File: src/rtl/muldiv_controller.sv
// muldiv_controller: iterative MULT/MULTU/DIV/DIVU sequencer that owns HI/LO.
// A 32-step shift-add or restoring-divide datapath runs on operand magnitudes.
// The FIX state applies the signs and writes HI/LO. Stall is raised to the
// hazard unit while an operation is in flight.
module muldiv_controller #(
  parameter int WIDTH = 32
) (
  input  logic             clk,
  input  logic             reset,
  input  logic             start,
  input  logic [1:0]       op,
  input  logic [WIDTH-1:0] rs_val,
  input  logic [WIDTH-1:0] rt_val,
  input  logic             hilo_read,
  input  logic             hilo_write,
  input  logic             hilo_sel,
  input  logic [WIDTH-1:0] wdata,
  output logic             busy,
  output logic             stall,
  output logic             done,
  output logic [WIDTH-1:0] hi,
  output logic [WIDTH-1:0] lo
);

  localparam int CW = $clog2(WIDTH);

  typedef enum logic [1:0] {IDLE, RUN, FIX} state_t;

  state_t             state_reg, state_next;
  logic [CW-1:0]      count_reg;
  logic [1:0]         op_reg;
  logic [WIDTH-1:0]   opnd_reg;      // multiplicand (mult) or divisor (div) magnitude
  logic [WIDTH-1:0]   rs_orig_reg;   // original dividend, returned in HI on divide-by-zero
  logic [2*WIDTH-1:0] acc_reg;
  logic               neg_q_reg;     // product/quotient must be negated
  logic               neg_r_reg;     // remainder takes the dividend's negative sign
  logic               div_zero_reg;
  logic               done_reg;
  logic [WIDTH-1:0]   hi_reg, lo_reg;

  logic               accept;
  logic               is_signed;
  logic [WIDTH-1:0]   rs_mag, rt_mag;
  logic [WIDTH:0]     mul_sum;
  logic [2*WIDTH-1:0] mul_next;
  logic [WIDTH+1:0]   div_diff;
  logic               div_ok;
  logic [WIDTH-1:0]   rem_new;
  logic [2*WIDTH-1:0] div_next;
  logic [2*WIDTH-1:0] prod_fix;
  logic [WIDTH-1:0]   quot_fix, rem_fix;

  assign accept    = (state_reg == IDLE) && start;
  assign is_signed = ~op[0];
  assign rs_mag    = (is_signed && rs_val[WIDTH-1]) ? -rs_val : rs_val;
  assign rt_mag    = (is_signed && rt_val[WIDTH-1]) ? -rt_val : rt_val;

  // One shift-add step: add multiplicand when the multiplier LSB is set, then shift right.
  assign mul_sum  = {1'b0, acc_reg[2*WIDTH-1:WIDTH]} + (acc_reg[0] ? {1'b0, opnd_reg} : '0);
  assign mul_next = {mul_sum, acc_reg[WIDTH-1:1]};

  // One restoring-divide step: bring the next dividend bit into the partial remainder
  // and keep the difference only if it did not borrow.
  assign div_diff = {1'b0, acc_reg[2*WIDTH-1:WIDTH], acc_reg[WIDTH-1]} - {2'b00, opnd_reg};
  assign div_ok   = ~div_diff[WIDTH+1];
  assign rem_new  = div_ok ? div_diff[WIDTH-1:0] : acc_reg[2*WIDTH-2:WIDTH-1];
  assign div_next = {rem_new, acc_reg[WIDTH-2:0], div_ok};

  assign prod_fix = neg_q_reg ? -acc_reg : acc_reg;
  assign quot_fix = neg_q_reg ? -acc_reg[WIDTH-1:0] : acc_reg[WIDTH-1:0];
  assign rem_fix  = neg_r_reg ? -acc_reg[2*WIDTH-1:WIDTH] : acc_reg[2*WIDTH-1:WIDTH];

  // State register
  always_ff @(posedge clk) begin
    if (reset) state_reg <= IDLE;
    else       state_reg <= state_next;
  end

  // Next-state logic
  always_comb begin
    state_next = state_reg;
    unique case (state_reg)
      IDLE:    if (start) state_next = RUN;
      RUN:     if (count_reg == '0) state_next = FIX;
      FIX:     state_next = IDLE;
      default: state_next = IDLE;
    endcase
  end

  // Outputs to the hazard unit and the register file path
  always_comb begin
    busy  = (state_reg != IDLE);
    stall = busy & (start | hilo_read | hilo_write);
    done  = done_reg;
    hi    = hi_reg;
    lo    = lo_reg;
  end

  // Operand latch and iterative datapath
  always_ff @(posedge clk) begin
    if (reset) begin
      count_reg    <= '0;
      op_reg       <= '0;
      opnd_reg     <= '0;
      rs_orig_reg  <= '0;
      acc_reg      <= '0;
      neg_q_reg    <= 1'b0;
      neg_r_reg    <= 1'b0;
      div_zero_reg <= 1'b0;
    end else if (accept) begin
      count_reg    <= CW'(WIDTH - 1);
      op_reg       <= op;
      opnd_reg     <= op[1] ? rt_mag : rs_mag;
      acc_reg      <= {{WIDTH{1'b0}}, (op[1] ? rs_mag : rt_mag)};
      rs_orig_reg  <= rs_val;
      neg_q_reg    <= is_signed & (rs_val[WIDTH-1] ^ rt_val[WIDTH-1]);
      neg_r_reg    <= is_signed & rs_val[WIDTH-1];
      div_zero_reg <= (rt_val == '0);
    end else if (state_reg == RUN) begin
      count_reg <= count_reg - 1'b1;
      acc_reg   <= op_reg[1] ? div_next : mul_next;
    end
  end

  // HI/LO ownership: results land in FIX, MTHI/MTLO only when idle and not issuing
  always_ff @(posedge clk) begin
    if (reset) begin
      hi_reg   <= '0;
      lo_reg   <= '0;
      done_reg <= 1'b0;
    end else begin
      done_reg <= (state_reg == FIX);
      if (state_reg == FIX) begin
        if (!op_reg[1]) begin
          hi_reg <= prod_fix[2*WIDTH-1:WIDTH];
          lo_reg <= prod_fix[WIDTH-1:0];
        end else if (div_zero_reg) begin
          hi_reg <= rs_orig_reg;
          lo_reg <= '1;
        end else begin
          hi_reg <= rem_fix;
          lo_reg <= quot_fix;
        end
      end else if (state_reg == IDLE && !start && hilo_write) begin
        if (hilo_sel) hi_reg <= wdata;
        else          lo_reg <= wdata;
      end
    end
  end

endmodule

File: config.mk
export PLATFORM = sky130hd
export DESIGN_NAME = muldiv_controller
export DESIGN_NICKNAME = d
export VERILOG_FILES = /design/src/rtl/muldiv_controller.sv
export SDC_FILE = /design/constraint.sdc
export NUM_CORES = 1
export LEC_CHECK = 0
export BUFFER_PORTS_ARGS = -buffer_cell sky130_fd_sc_hd__buf_4
export CAP_MARGIN = 10
export CORE_ASPECT_RATIO = 0.9
export CORE_MARGIN = 4
export CORE_UTILIZATION = 55
export CTS_CLUSTER_DIAMETER = 200
export DETAILED_ROUTE_END_ITERATION = 7
export PLACE_DENSITY = 0.89
export SETUP_SLACK_MARGIN = 0.15
export SYNTH_ARGS = -nofsm -noshare
export SYNTH_HDL_FRONTEND = slang
export SYNTH_SLANG_ARGS = --single-unit
File: constraint.sdc
create_clock -name clk -period 3.7 [get_ports clk]
set_input_delay 0.185 -clock clk [delete_from_list [all_inputs] [get_ports clk]]
set_output_delay 0.185 -clock clk [all_outputs]
set_load 0.05 [all_outputs]
Yosys cells after proc, flatten, opt, wreduce, memory -nomap -nowiden:

Cells that the tools add are included.

* flip-flop bits (word level): 205
* logic and storage cells: 78
* output and inout port bits: 67

* eq/ne operators: 5
* add/sub/neg operators: 8
* bitwise gates (word level): 8
* mux-type cells: 27
* reduce and logical (&&, ||, !) cells: 17

Operator list (count)
* 32-bit two-way mux: 20
* 64-bit two-way mux: 2
* 32-bit negation: 4
* 64-bit negation: 1
* 33-bit by 32-bit subtractor with 34-bit output: 1
* 32-bit by 32-bit adder with 33-bit output: 1
* 32-bit zero test: 1
* 5-bit two-way mux: 2
* 2-bit nonzero test: 4
* 2-bit AND reduction: 3
* 1-bit logical AND: 5
* 5-bit zero test: 1
* 5-bit by 1-bit subtractor with 5-bit output (second input constant): 1
* 2-bit two-way mux: 2
* 2-bit != test (second input constant): 2
* 2-bit one-hot mux with 2 select lines: 1
* 1-bit AND: 3
* 2-bit by 1-bit equality test with 1-bit output (second input constant): 1
* 2-bit equality test (second input constant): 1
* 2-bit zero test: 1
* 2-bit by 1-bit != test with 1-bit output (second input constant): 1
* 1-bit inverter: 2
* 1-bit OR: 2
* 2-bit OR reduction: 1
* 2 further kinds: 2

Depth between registers and ports, before layout:

* word-level depth: 5
* mapped depth: 14

Worst setup path after synthesis:

Ideal clock, no wire load.

* path type: register to register
* start: register acc_reg[0]
* end: register hi_reg[26] (netlist: hi[26])
* period minus slack after synthesis: 3.458 ns
* slack: 0.242 ns
* arrival: 3.373 ns
* setup time: 0.086 ns
* buffers on the path: 2
* stages on the path, launching flop included: 13
* path through: dfxtp_1 > inv_1 > buf_1 > ha_1 > or3b_2 > nand4b_1 > or3_1 > buf_6 > or4_4 > o31ai_1 > xor2_1 > a22o_1 > a211oi_1

* word-level cells in the longest chain between the ends: 4

RTL lines
* start, declared: line 34 `logic [2*WIDTH-1:0] acc_reg;`
* start signal, assigned: line 114 `acc_reg <= {{WIDTH{1'b0}}, (op[1] ? rs_mag : rt_mag)};`
* start signal, assigned: line 121 `acc_reg <= op_reg[1] ? div_next : mul_next;`
* 64-bit negation: line 69 `assign prod_fix = neg_q_reg ? -acc_reg : acc_reg;`
* 64-bit two-way mux: line 69
* 32-bit two-way mux: line 134 `if (!op_reg[1]) begin`
* 32-bit two-way mux: line 133 `if (state_reg == FIX) begin`
* end signal, assigned: line 135 `hi_reg <= prod_fix[2*WIDTH-1:WIDTH];`
* end signal, assigned: line 138 `hi_reg <= rs_orig_reg;`
* end signal, assigned: line 141 `hi_reg <= rem_fix;`
* end, declared: line 39 `logic [WIDTH-1:0] hi_reg, lo_reg;`

No other way between the ends.
A chain may end at the register's enable or synchronous reset.

Final worst setup path:

* start: register acc_reg[14]
* end: register hi_reg[8] (netlist: hi[8])

The elaborated chain is that of the path after synthesis.

==> flow_summary_export.csv <==
group,metric,value,unit
status,status,"completed",
logic_synthesis,async_reset_ff_share,0,%
worst_setup_path,critPathRequiredTime,4080,ps
routing,drtAntennaViolNets,0,
grt,grt_max_degree,88,
clock_network,cts_root_buf,"clkbuf_16",
logic_synthesis,syn_inst,2291,
logic_synthesis,synth_edf_count,0,
worst_setup_path,r2r_start,"acc_reg[14]",
logic_synthesis,yosysSeqAreaShare,24.3,%
sta,tns,0,ps
logic_synthesis,synthSimpleGateAreaFrac,19.2,%
worst_setup_path,worst_setup_path_end_kind,"flop",
pwr,ir_drop,0.000444,V
placement,io_buffers,170,
die,start_util,56.0,%
logic_synthesis,ys.flop_type,"dfxtp_1",
sta,finalSetupViolCount,0,
sta,fmax,0.287,GHz
routing,viasPerCell,6.62,
worst_setup_path,criticalPathCategory,"flop to flop",
pwr,power_density,418,mW/mm^2
final_layout,final_cells,2896,
logic_synthesis,netlist_area,0.0168,mm^2
worst_hold_path,hp-start,"wdata[12]",
logic_synthesis,synth_top_family_by_area,"compound AO/OA/AOI/OAI gates",
worst_hold_path,holdPathStages,3,
routing,drc,0,
die,std_cell_rows,60,
sta,final.period_utilization,94.3,%
final_layout,largest_reg_flops,64,
worst_hold_path,hold_end,"hi[12]",
clock_network,clkTransAtPathRegs,60,ps
logic_synthesis,syn_nets,2467,
logic_synthesis,post_synth_num_cell_types,81,
final_layout,fill_cells,2564,
clock_network,clkSinkCount,204,
worst_setup_path,cp_max_fo,9,
final_layout,drive_above_1_share,15.9,%
routing,vias,19200,
worst_setup_path,cp-start-kind,"flop",
sta,slew_violations,0,
sta,relSlewSlack,43.6,%
final_layout,syn_to_final_growth,19.9,%
placement,place.gp.congestion,1.02,
logic_synthesis,muxShareOfSynthArea,7.53,%
grt,gr-usage-all-layers,40.6,%
routing,drt_iter0_markers,2792,
grt,grt_pass1_vias,17600,
worst_setup_path,worst_r2r_path_depth,9,
clock_network,cts_tree,"done",
sta,fin_crit,3490,ps
run,maxCapViolCount,0,
die,die_area,0.0334,mm^2
clock_network,cts_max_level,1,
clock_network,numCtsBuffers,24,
clock_network,cts_buffer_depth,3,
pwr,p_leak,8.42,nW
sta,rsz0062_at_grt,"true",
logic_synthesis,synth_xor_area_share,9.38,%
worst_hold_path,hold_path_class,"primary input to flop",
logic_synthesis,yosys.area_share.adder,5.45,%
sta,finClkSkew,19.6,ps
final_layout,nNetsFinal,2651,
clock_network,clk_latency,540,ps
sta,worst_pin_slew,843,ps
die,ioPinCount,171,
worst_setup_path,crit_arrival,3870,ps
worst_setup_path,regToRegSetupSlack,210,ps
worst_setup_path,reg2reg_to,"hi[8]",
die,dieWidth,192,um
die,core,0.0300,mm^2
routing,wl_per_cell,24.5,um
logic_synthesis,synth_compound_area_share,28.1,%
routing,finalWirelength,71000,um
die,die_h,174,um
grt,antenna_found_initial,3,
logic_synthesis,syn_avg_cell_area,7.34,um^2
logic_synthesis,ys_ff_latch,204,
logic_synthesis,yosys_warnings,0,
grt,overflow,0,
placement,dp.cells,2815,
grt,grt_pass1_wl,107000,um
placement,place_worst_setup_slack,80.7,ps
placement,hpwlAfterDp,54300,um
sta,hold_viol,0,
routing,dr.pass1.iters,6,
sta,setup_ws,211,ps
==> layer usage <==
metal	vias up	share of wire, %	global-route usage (%)
met2	1233	41	57.2
li1	8652	-	-
met1	9140	42	61.3
met4	2	4.0	13.6
met3	157	13	8.14
met5	-	0.018	0
==> worst max-delay path by stage <==
stage          cells past startpoint  slack (ps)     endpoint         from
2_1_floorplan                     12         240       hi[26]   acc_reg[0]
3_3_place_gp                      13         120  acc_reg[62]   acc_reg[0]
3_5_place_dp                      13          80  acc_reg[62]   acc_reg[0]
4_1_cts                           14         150  acc_reg[58]  acc_reg[31]
5_1_grt                            9         130       hi[18]  acc_reg[14]
6_report                           9         210        hi[8]  acc_reg[14]
==> cells in the final DEF, fill, tap and decap left out, types with 9 or more instances in the layout <==
| master | instances |
|---|---|
| o211ai_1 | 72 |
| a21oi_1 | 260 |
| ha_1 | 70 |
| or3_1 | 15 |
| xor2_1 | 105 |
| and3_1 | 10 |
| a211oi_1 | 30 |
| nor2b_1 | 9 |
| or2_2 | 9 |
| o41ai_1 | 16 |
| nor4_1 | 28 |
| a21o_1 | 34 |
| nand3_1 | 39 |
| o21bai_1 | 11 |
| o22ai_1 | 13 |
| clkbuf_16 | 26 |
| o21a_1 | 13 |
| dfxtp_1 | 202 |
| buf_4 | 302 |
| mux2i_1 | 113 |
| o21ai_0 | 138 |
| a221oi_1 | 37 |
| nor3_1 | 44 |
| nand2_1 | 302 |
| xnor2_1 | 75 |
| dlygate4sd3_1 | 34 |
| or4_1 | 12 |
| nand4_1 | 16 |
| a31oi_1 | 26 |
| nor2_1 | 182 |
| inv_1 | 64 |
| o31ai_1 | 34 |
| mux2_2 | 12 |
==> critical path: stages, from the launching register on <==
cell and delay, ps:
dfxtp_1 390, or4_4 590, or4_4 470, or3_4 440
or4_4 570, o21ai_0 230, nor2_1 80, o21bai_1 180
a211oi_1 280, a211oi_1 100
==> metrics by stage <==
| step | util [%] | hold slack [ps] | area, um^2 | power (mW) |
|---|---|---|---|---|
| after floorplan | - | 321 | 16800 | 4.41 |
| after global placement | 62.8 | 441 | 18900 | 5.52 |
| after detailed placement | 62.8 | 448 | 18900 | 5.56 |
| after CTS | 66.9 | 4.37 | 20100 | 8.28 |
| after global routing | 67.1 | 9.16 | 20200 | 8.71 |
| final | 67.1 | 15.0 | 20200 | 8.43 |
==> cell usage after synthesis, types with 8 or more instances <==
master    number  area, um^2
a211oi_1      32         240
a21o_1        34         255
a21oi_1      260        1300
a221oi_1      37         324
a31oi_1       26         163
and2_1         9        56.3
and3_1        10        62.6
buf_1         16        60.1
clkbuf_1     150         563
dfxtp_1      204        4080
ha_1          70         876
inv_1         65         244
mux2_2        12         135
mux2i_1      113        1130
nand2_1      304        1140
nand2b_1       9        56.3
nand3_1       39         195
nand4_1       16         100
nor2_1       183         687
nor2b_1       11        68.8
nor3_1        44         220
nor4_1        28         175
o211ai_1      72         541
o21a_1        13        97.6
o21ai_0      140         701
o21bai_1      11        82.6
o221ai_1       8        70.1
o22ai_1       13        81.3
o31ai_1       35         263
o41ai_1       16         140
or2_2          9        56.3
or3_1         16         100
or4_1         13        97.6
xnor2_1       75         657
xor2_1       105         920
==> layout make-up <==
cell class | instances | area, um^2 | share of cell area [%]
Sequential cell | 204 | 4090 | 20.3
Tap cell | 403 | 504 | 2.50
Antenna cell | 1 | 2.50 | 0.0124
Clock buffer | 31 | 699 | 3.47
Timing Repair Buffer | 338 | 2640 | 13.1
Multi-Input combinational cell | 1840 | 11800 | 58.4
Inverter | 67 | 254 | 1.26
Clock inverter | 12 | 201 | 1.00
==> report_power, final <==
part           internal, mW  leakage (nW)  total [mW]  switching, mW
combinational          1.20          6.31        3.15           1.95
sequential             2.35          1.67        2.55          0.196
clock                  1.69         0.436        2.73           1.04
total                  5.24          8.42        8.43           3.19
==> cell families (layout without fill, tap and decap cells) <==
family / after synthesis / after routing
fa+ha+maj: 72 / 72
mux: 125 / 125
buf+inv: 247 / 448
other cells: 0 / 1
flops: 204 / 204
simple gates: 715 / 715
compound gates: 748 / 748
xor+xnor: 180 / 180
==> what timing repair did <==
item / in CTS / in global routing
hold buffers: 34 / 0
buffers inserted: 0 / 3
resized for setup: 2 / 9
pin swaps: 0 / 1
hold endpoints to repair: 34 / 0
endpoints found under the setup margin: 3 / 12
Power figures use the tool's default switching activity.
